**config.mk**
```make
export PLATFORM = sky130hd
export DESIGN_NAME = vram_port_arbiter
export DESIGN_NICKNAME = d
export VERILOG_FILES = /design/src/rtl/vram_port_arbiter_pkg.sv /design/src/rtl/vram_write_fifo.sv /design/src/rtl/vram_port_arbiter.sv
export SDC_FILE = /design/constraint.sdc
export NUM_CORES = 1
export LEC_CHECK = 0
export BUFFER_PORTS_ARGS = -buffer_cell sky130_fd_sc_hd__buf_2
export CAP_MARGIN = 20
export CELL_PAD_IN_SITES_DETAIL_PLACEMENT = 1
export CELL_PAD_IN_SITES_GLOBAL_PLACEMENT = 1
export CORE_MARGIN = 2
export CORE_UTILIZATION = 47
export DETAILED_ROUTE_END_ITERATION = 16
export PLACE_DENSITY_LB_ADDON = 0.08
export SYNTH_ARGS = -nofsm -noshare
export SYNTH_HDL_FRONTEND = slang
export SYNTH_SLANG_ARGS = --single-unit
```
**constraint.sdc**
```tcl
create_clock -name Clock -period 2.6 [get_ports Clock]
set_clock_uncertainty 0.15 [all_clocks]
set_input_delay 0.39 -clock Clock [delete_from_list [all_inputs] [get_ports Clock]]
set_output_delay 0.39 -clock Clock [all_outputs]
set_load 0.05 [all_outputs]
```
**src/rtl/vram_port_arbiter_pkg.sv**
```systemverilog
// rtl/vram_port_arbiter_pkg.sv - shared widths, slot encoding and limits for the VRAM arbiter
// Purpose: common definitions imported by vram_port_arbiter and vram_write_fifo.
// Contents: default address/data widths, RAM slot encoding, drop counter ceiling.
package vram_port_arbiter_pkg;

  localparam int DEF_ADDR_W = 16;   // {y[7:0], x[7:0]}
  localparam int DEF_DATA_W = 3;    // R,G,B

  typedef enum logic [1:0] {
    SLOT_IDLE  = 2'b00,
    SLOT_READ  = 2'b01,
    SLOT_WRITE = 2'b10
  } slot_e;

  localparam logic [7:0] DROP_MAX = 8'd255;

endpackage

```
**src/rtl/vram_write_fifo.sv**
```systemverilog
// rtl/vram_write_fifo.sv - small write queue holding pending pixel writes
// Purpose: DEPTH-entry FIFO with registered pointers and occupancy count.
// Ports:
//   Clock, Reset   system clock, asynchronous active-high reset
//   push, din      enqueue din (caller guarantees room, or a same-cycle pop)
//   pop, dout      dequeue head; dout shows the current head
//   full, empty    occupancy flags derived from count
//   count          entries held, 0..DEPTH
module vram_write_fifo #(
  parameter int DEPTH = 4,
  parameter int WIDTH = 19,
  localparam int PTR_W = $clog2(DEPTH)
) (
  input  logic             Clock,
  input  logic             Reset,
  input  logic             push,
  input  logic             pop,
  input  logic [WIDTH-1:0] din,
  output logic [WIDTH-1:0] dout,
  output logic             full,
  output logic             empty,
  output logic [PTR_W:0]   count
);

  localparam logic [PTR_W-1:0] PTR_ONE  = PTR_W'(1);
  localparam logic [PTR_W:0]   CNT_ONE  = (PTR_W+1)'(1);
  localparam logic [PTR_W:0]   FULL_CNT = (PTR_W+1)'(DEPTH);

  logic [WIDTH-1:0] mem [DEPTH];
  logic [PTR_W-1:0] wr_ptr;
  logic [PTR_W-1:0] rd_ptr;

  // Storage carries no reset; discarding the queue only needs the pointers cleared.
  always_ff @(posedge Clock) begin
    if (push) mem[wr_ptr] <= din;
  end

  always_ff @(posedge Clock or posedge Reset) begin
    if (Reset) begin
      wr_ptr <= '0;
      rd_ptr <= '0;
      count  <= '0;
    end else begin
      if (push) wr_ptr <= wr_ptr + PTR_ONE;
      if (pop)  rd_ptr <= rd_ptr + PTR_ONE;
      case ({push, pop})
        2'b10:   count <= count + CNT_ONE;
        2'b01:   count <= count - CNT_ONE;
        default: count <= count;
      endcase
    end
  end

  assign dout  = mem[rd_ptr];
  assign full  = (count == FULL_CNT);
  assign empty = (count == '0);

endmodule

```
**src/rtl/vram_port_arbiter.sv**
```systemverilog
// rtl/vram_port_arbiter.sv - single-port VRAM arbiter, display reads over queued writes
// Purpose: owns the VRAM pins; display fetches take every slot they ask for,
//          drawing writes are queued and issued in slots with no read.
// Ports:
//   Clock, Reset                  system clock, asynchronous active-high reset
//   iRdReq, iRdAddr               display fetch strobe and address
//   oRdData, oRdValid             fetched pixel two cycles after the request
//   iWrReq, iWrAddr, iWrData      drawing write request
//   oWrAck, oWrFull, oDropCount   write accepted, queue full, rejected-write count
//   oRamAddr, oRamWrData, oRamWe  registered RAM controls
//   iRamRdData                    RAM read data, one cycle after the address
module vram_port_arbiter
  import vram_port_arbiter_pkg::*;
#(
  parameter int ADDR_W   = DEF_ADDR_W,
  parameter int DATA_W   = DEF_DATA_W,
  parameter int WQ_DEPTH = 4
) (
  input  logic              Clock,
  input  logic              Reset,
  input  logic              iRdReq,
  input  logic [ADDR_W-1:0] iRdAddr,
  output logic [DATA_W-1:0] oRdData,
  output logic              oRdValid,
  input  logic              iWrReq,
  input  logic [ADDR_W-1:0] iWrAddr,
  input  logic [DATA_W-1:0] iWrData,
  output logic              oWrAck,
  output logic              oWrFull,
  output logic [7:0]        oDropCount,
  output logic [ADDR_W-1:0] oRamAddr,
  output logic [DATA_W-1:0] oRamWrData,
  output logic              oRamWe,
  input  logic [DATA_W-1:0] iRamRdData
);

  localparam int CNT_W = $clog2(WQ_DEPTH) + 1;
  localparam logic [CNT_W-1:0] FULL_CNT = CNT_W'(WQ_DEPTH);

  slot_e                     slot;
  logic                      wq_push;
  logic                      wq_pop;
  logic                      wq_full;
  logic                      wq_empty;
  logic [CNT_W-1:0]          wq_count;
  logic [ADDR_W+DATA_W-1:0]  wq_head;
  logic [1:0]                rd_pipe;   // [0]: address on the RAM pins, [1]: data returning

  always_comb begin
    slot = SLOT_IDLE;
    if (iRdReq)         slot = SLOT_READ;
    else if (!wq_empty) slot = SLOT_WRITE;
  end

  assign wq_pop  = (slot == SLOT_WRITE);
  // A pop in the same cycle frees the slot, so a full queue can still accept.
  assign wq_push = iWrReq && ((wq_count != FULL_CNT) || wq_pop);

  vram_write_fifo #(
    .DEPTH (WQ_DEPTH),
    .WIDTH (ADDR_W + DATA_W)
  ) u_write_fifo (
    .Clock (Clock),
    .Reset (Reset),
    .push  (wq_push),
    .pop   (wq_pop),
    .din   ({iWrAddr, iWrData}),
    .dout  (wq_head),
    .full  (wq_full),
    .empty (wq_empty),
    .count (wq_count)
  );

  always_ff @(posedge Clock or posedge Reset) begin
    if (Reset) begin
      oRamAddr   <= '0;
      oRamWrData <= '0;
      oRamWe     <= 1'b0;
      rd_pipe    <= 2'b00;
      oWrAck     <= 1'b0;
      oDropCount <= 8'd0;
    end else begin
      case (slot)
        SLOT_READ: begin
          oRamAddr <= iRdAddr;
          oRamWe   <= 1'b0;
        end
        SLOT_WRITE: begin
          oRamAddr   <= wq_head[ADDR_W+DATA_W-1:DATA_W];
          oRamWrData <= wq_head[DATA_W-1:0];
          oRamWe     <= 1'b1;
        end
        default: oRamWe <= 1'b0;
      endcase
      rd_pipe <= {rd_pipe[0], slot == SLOT_READ};
      oWrAck  <= wq_push;
      if (iWrReq && !wq_push && (oDropCount != DROP_MAX))
        oDropCount <= oDropCount + 8'd1;
    end
  end

  assign oRdValid = rd_pipe[1];
  assign oRdData  = rd_pipe[1] ? iRamRdData : '0;
  assign oWrFull  = wq_full;

endmodule

```
==> results.txt, run 1 <==
layout cells sized above 1: 35.6%
Syn Nets: 329
worst slew pin tran: 0.697 ns
CTS Hold Bufs: 33
number of vias per cell: 5.28
CTS tree: built
die height: 104 um
type of the worst min-delay path: input pin to flop
mapped cell area: 4660 um2
I/O pin count: 76
CTS Buffer Depth: 2
Port Buf Inserts: 75
Tcrit/Tclk final: 92.3%
top cell type's share of synthesized area: 49.0%
Async SR Flop Fraction: 33.3%
vias in the first global route: 3287
Unique masters post-synth: 48
Synth Area per Inst: 16.6 um2
FF+latch area: 3230 um2
routed wire length per instance: 19.8 um
RePlAce Congestion: 0.750
TritonRoute pass-1 iters: 4
synthesized flop and latch total: 114
Placed Area: 5220 um2
Critical Path Start Type: flop
die area: 10700 um2
worst skew pair latency: 0.50 ns
largest net degree at the start of global routing: 39
grt ovf: 0
Most used DFF post-synth: edfxtp_1
die width: 104 um
Tmin final: 2.40 ns
CTS Buf Count: 17
Critical Path AT: 2.65 ns
# diodes: 0
Final Max Tran Viols: 0
post-synth top area cell: edfxtp_1
Layout Area Growth over Synthesis: 31.9%
Final Hold Vio Count: 0
Slew headroom: 53.6%
detailed-route wire length: 10900 um
Cell Pwr Density: 1180 nW/um2
maxcap violations: 0
nets: 453
top-count cell post-synth: edfxtp_1
root buf cell: clkbuf_8
postcts setup bufs: 0
clk sinks: 114
Core Area: 9680 um2
unrepaired setup endpoints after global routing: no
finished layout cell area: 6140 um2
Post-DP HPWL: 6500 um
Post-route DRC: 0
Fill cells: 909
Final setup violation count: 0
number of flops mapped to enable cells by yosys: 76
CP required: 2.85 ns
Mapped Cells: 281
ANT nets after route: 0
Final Core Density: 63.4%
FMAX: 0.417 GHz
sequential area share after synthesis: 69.4%
multi-input logic area: 1250 um2
first-pass GRT wire length: 17600 um
post-cts gate resize count: 0
Synth area leaders: edfxtp_1, dfrtp_1, mux4_2
setup TNS: 0 ns
VDD IR max: 0.545 mV
initial antenna violation count: 0
outcome: finished clean
FP Rows: 36
CP Capture Type: flop
clk slew on worst S/H paths: 0.05 ns
H-tree Lvls: 4
CP Class: flop to flop
static leakage: 2.50 nW
Starting Density: 48.1%
Vias: 2907
Yosys Warn Count: 0
Crit Path Max Fanout: 9
GR Util All Layers: 22.1%
most frequent cells after synthesis: edfxtp_1, dfrtp_1, inv_1
initial drt markers: 97
power by group:
part / internal (W) / switching, W / total, W
Clock: 0.00153 / 0.000780 / 0.00231
Sequential: 0.00242 / 0.000309 / 0.00273
Combinational: 0.000829 / 0.00141 / 0.00224
registers in the layout, indices dropped and copies added (netlist names), 2 cells and up:
signal / count
u_write_fifo.mem: 76
oDropCount: 8
oRamWrData: 3
u_write_fifo.wr_ptr: 2
u_write_fifo.count: 3
oRamAddr: 16
rd_pipe: 2
u_write_fifo.rd_ptr: 2
per-stage QoR:
step                      instances  hold WS (ns)  worst slack (ns)  power (W)
final                           551        0.0333             0.201    0.00728
after global routing            551        0.0325             0.121    0.00761
after detailed placement        486         0.186             0.256    0.00495
after global placement          486         0.186             0.353    0.00487
after CTS                       551       0.00313             0.235    0.00734
after floorplan                 281         0.181             0.304    0.00430
layout make-up:
class                      count  share of cell area (%)
timing repair buffer         121                    13.1
inverter                      26                    1.59
clock inverter                 9                    2.10
tap                          133                    2.71
clock buffer                  23                    7.60
multi-input combinational    125                    20.3
sequential                   114                    52.6
path summary, 6_finish.rpt:
check                                 startpoint                     to  slack, ns  depth (start not counted)
min                                   iRdAddr[7]            oRamAddr[7]       0.03                          3
max reg2reg                u_write_fifo.count[0]  u_write_fifo.count[2]       0.20                          6
min reg2reg                           rd_pipe[0]             rd_pipe[1]       0.20                          0
min in group asynchronous                  Reset           oRamAddr[12]       0.42                          4
max in group asynchronous                  Reset  u_write_fifo.count[1]       1.51                          4
max                        u_write_fifo.count[0]  u_write_fifo.count[2]       0.20                          6
critical path: stages (launching register included):
cell and delay (ns):
dfrtp_1 0.60, nor3_2 0.13, or3_1 0.35, fa_1 0.42
nand3b_1 0.21, a32o_1 0.29, a21o_1 0.15
kinds of logic after synthesis:
kind of cell    share of synthesized area (%)
mux                                      11.2
simple gates                             6.07
xor+xnor                                 1.50
compound gates                           6.29
buf+inv                                  3.79
fa+ha+maj                                1.77
flops                                    69.4
cell usage in the layout, fill, tap and decap left out, drive strengths merged, types with 6 or more instances in the layout:
cell and n:
buf 88, edfxtp 76, dlygate4sd3 33, mux4 19
dfrtp 38, inv 25, and3 6, o21ai 19
a22oi 16, mux2 7, clkbuf 23
metal layers:
layer	share of wire, %	wire length, um	track usage (%)
met1	41	4510	26.2
met4	2.5	276	9.56
met3	4.7	510	6.67
met5	0	0	0
met2	52	5650	37.6
(Power assumes the default switching activity.)
==> inputs of run 2 (changes only) <==
==> constraint.sdc (replaced) <==
create_clock -name Clock -period 2.65 [get_ports Clock]
set_clock_uncertainty 0.15 [all_clocks]
set_input_delay 0.3975 -clock Clock [delete_from_list [all_inputs] [get_ports Clock]]
set_output_delay 0.3975 -clock Clock [all_outputs]
set_load 0.05 [all_outputs]
==> run 2 against run 1 <==
Global-route usage shrank 0.33 points. Sequential share of layout area increased by 0.16 points. Largest power group unchanged. Non-clock buffer count unchanged. First-iteration DRC count grew 49%. Critical path type unchanged. Fmax increased by 1.1%. Register-to-register slack improved by 0.08 ns.
==> results.txt, run 2 (synthesized netlist as in run 1, its figures left out) <==
GR Util All Layers: 21.8% (-0.33 points)
Tot Pwr: 0.00705 W (-3.1%)
initial antenna violation count: 0 (unchanged)
commonest non-fill, non-tap cell in the layout: edfxtp_1
Starting Density: 48.1% (unchanged)
grt ovf: 0 (unchanged)
vias in the first global route: 3205 (-2.5%)
hold path cells: 3 (unchanged)
CTS tree: built
FF-to-FF path depth: 6 (unchanged)
clk sinks: 114 (unchanged)
CTS Buffer Depth: 2 (unchanged)
die area: 10700 um2 (unchanged)
maxcap violations: 0 (unchanged)
Critical Path AT: 2.64 ns (about the same)
CP Class: flop to flop
outcome: finished clean
Final setup violation count: 0 (unchanged)
layout cells sized above 1: 35.9% (+0.24 points)
reg2reg end: u_write_fifo.count[2]
Core Area: 9680 um2 (unchanged)
RePlAce Congestion: 0.790 (+5.3%)
initial drt markers: 145 (+49%)
worst slew pin tran: 1.12 ns (+0.426 ns)
max reg flops: 76 (unchanged)
FP Rows: 36 (unchanged)
CP Capture Type: flop
type of the worst min-delay path: input pin to flop
Placed Area: 5210 um2 (-0.14%)
postcts setup bufs: 0 (unchanged)
R2R setup slack: 0.28 ns (+0.08 ns)
commonest non-fill, non-tap cells in the layout: edfxtp_1, buf_2, dfrtp_1, dlygate4sd3_1, inv_1
largest register by flop count: u_write_fifo.mem
number of vias per cell: 5.30 (+0.55%)
worst skew pair latency: 0.52 ns (+0.02 ns)
Layout Area Growth over Synthesis: 31.5%
ANT nets after route: 0 (unchanged)
Port Buf Inserts: 75 (unchanged)
VDD IR max: 0.539 mV (-1.1%)
# diodes: 0 (unchanged)
detailed-route wire length: 10700 um (-1.9%)
Tcrit/Tclk final: 89.5% (-2.8 points)
hold path start: iRdAddr[6]
r2r startpoint: u_write_fifo.count[1]
post-cts gate resize count: 0 (unchanged)
nets: 453 (unchanged)
Regs by FF count: u_write_fifo.mem: 76 flops, oRamAddr: 16 flops, oDropCount: 8 flops
Slew headroom: 24.6% (-29 points)
setup TNS: 0 ns (unchanged)
Post-DP HPWL: 6210 um (-4.4%)
CTS Hold Bufs: 34 (+3.0%)
static leakage: 2.48 nW (-0.83%)
finished layout cell area: 6130 um2 (-0.31%)
Final Hold Vio Count: 0 (unchanged)
unrepaired setup endpoints after global routing: no
die height: 104 um (unchanged)
TritonRoute pass-1 iters: 4 (unchanged)
Tmin final: 2.37 ns (-0.0268 ns)
Vias: 2923 (+0.55%)
root buf cell: clkbuf_8
Critical Path Start Type: flop
I/O pin count: 76 (unchanged)
H-tree Lvls: 4 (unchanged)
Post-route DRC: 0 (unchanged)
largest net degree at the start of global routing: 39 (unchanged)
clk slew on worst S/H paths: 0.06 ns (about the same)
CP required: 2.91 ns (+0.06 ns)
routed wire length per instance: 19.5 um (-1.9%)
Hold Path End: oRamAddr[6]
Final Max Tran Viols: 0 (unchanged)
first-pass GRT wire length: 17200 um (-1.8%)
CTS Buf Count: 17 (unchanged)
Cell Pwr Density: 1150 nW/um2 (-2.8%)
die width: 104 um (unchanged)
FMAX: 0.422 GHz (+1.1%)
Crit Path Max Fanout: 8 (-1)
## run 2: changes by cell type in the layout (fill, tap and decap cells not counted), moves of 2 or more
cell | previous run | this run
clkbuf_1 | 3 | 0
clkbuf_8 | 4 | 1
clkinv_2 | 3 | 1
clkinv_4 | 1 | 5
clkinvlp_4 | 2 | 4
inv_6 | 0 | 2
## run 2: critical path: stages, from the launching register on
cell      delay [ns]
dfrtp_1         0.58
nor3_2          0.11
or3_1           0.35
fa_1            0.42
nand3b_1        0.21
a32o_1          0.29
a21o_1          0.15
## run 2: where the power goes
group          switching, W  internal [W]  total (W)
Combinational       0.00141      0.000811    0.00222
Sequential         0.000276       0.00237    0.00265
Clock              0.000847       0.00134    0.00219
## run 2: final cells by class
cell class / count / area (um2)
Timing Repair Buffer: 121 / 806
Fill cell: 905 / 3560
Multi-Input combinational cell: 125 / 1250
Tap cell: 133 / 166
Clock inverter: 15 / 160
Inverter: 26 / 97.6
Clock buffer: 17 / 414
Sequential cell: 114 / 3230
## run 2: how the worst max path moves through the flow
stage,from,endpoint,slack (ns),cells after the start
final,u_write_fifo.count[1],u_write_fifo.count[2],0.28,6
after floorplan,iRdReq,u_write_fifo.count[2],0.35,7
after CTS,u_write_fifo.count[1],u_write_fifo.count[2],0.32,6
after global placement,u_write_fifo.count[1],u_write_fifo.count[2],0.45,6
after global routing,u_write_fifo.count[1],u_write_fifo.count[2],0.19,6
after detailed placement,u_write_fifo.count[1],u_write_fifo.count[2],0.36,6
## run 2: stage by stage
step | instances | util [%] | setup WS (ns) | hold slack, ns
after CTS | 551 | 63.3 | 0.316 | 0.0161
final | 551 | 63.3 | 0.278 | 0.0281
after global placement | 485 | 53.8 | 0.448 | 0.185
after floorplan | 281 | - | 0.346 | 0.181
after detailed placement | 485 | 53.8 | 0.364 | 0.187
after global routing | 551 | 63.3 | 0.189 | 0.0376
## run 2: per-layer routing
layer / up-vias / wire (um) / part of all wire [%] / GRT usage (%)
met5: - / 0 / 0 / 0
met4: 0 / 195 / 1.8 / 9.56
met3: 17 / 396 / 3.7 / 6.29
met2: 76 / 5600 / 52 / 36.7
met1: 1508 / 4540 / 42 / 26.3
li1: 1322 / - / - / -
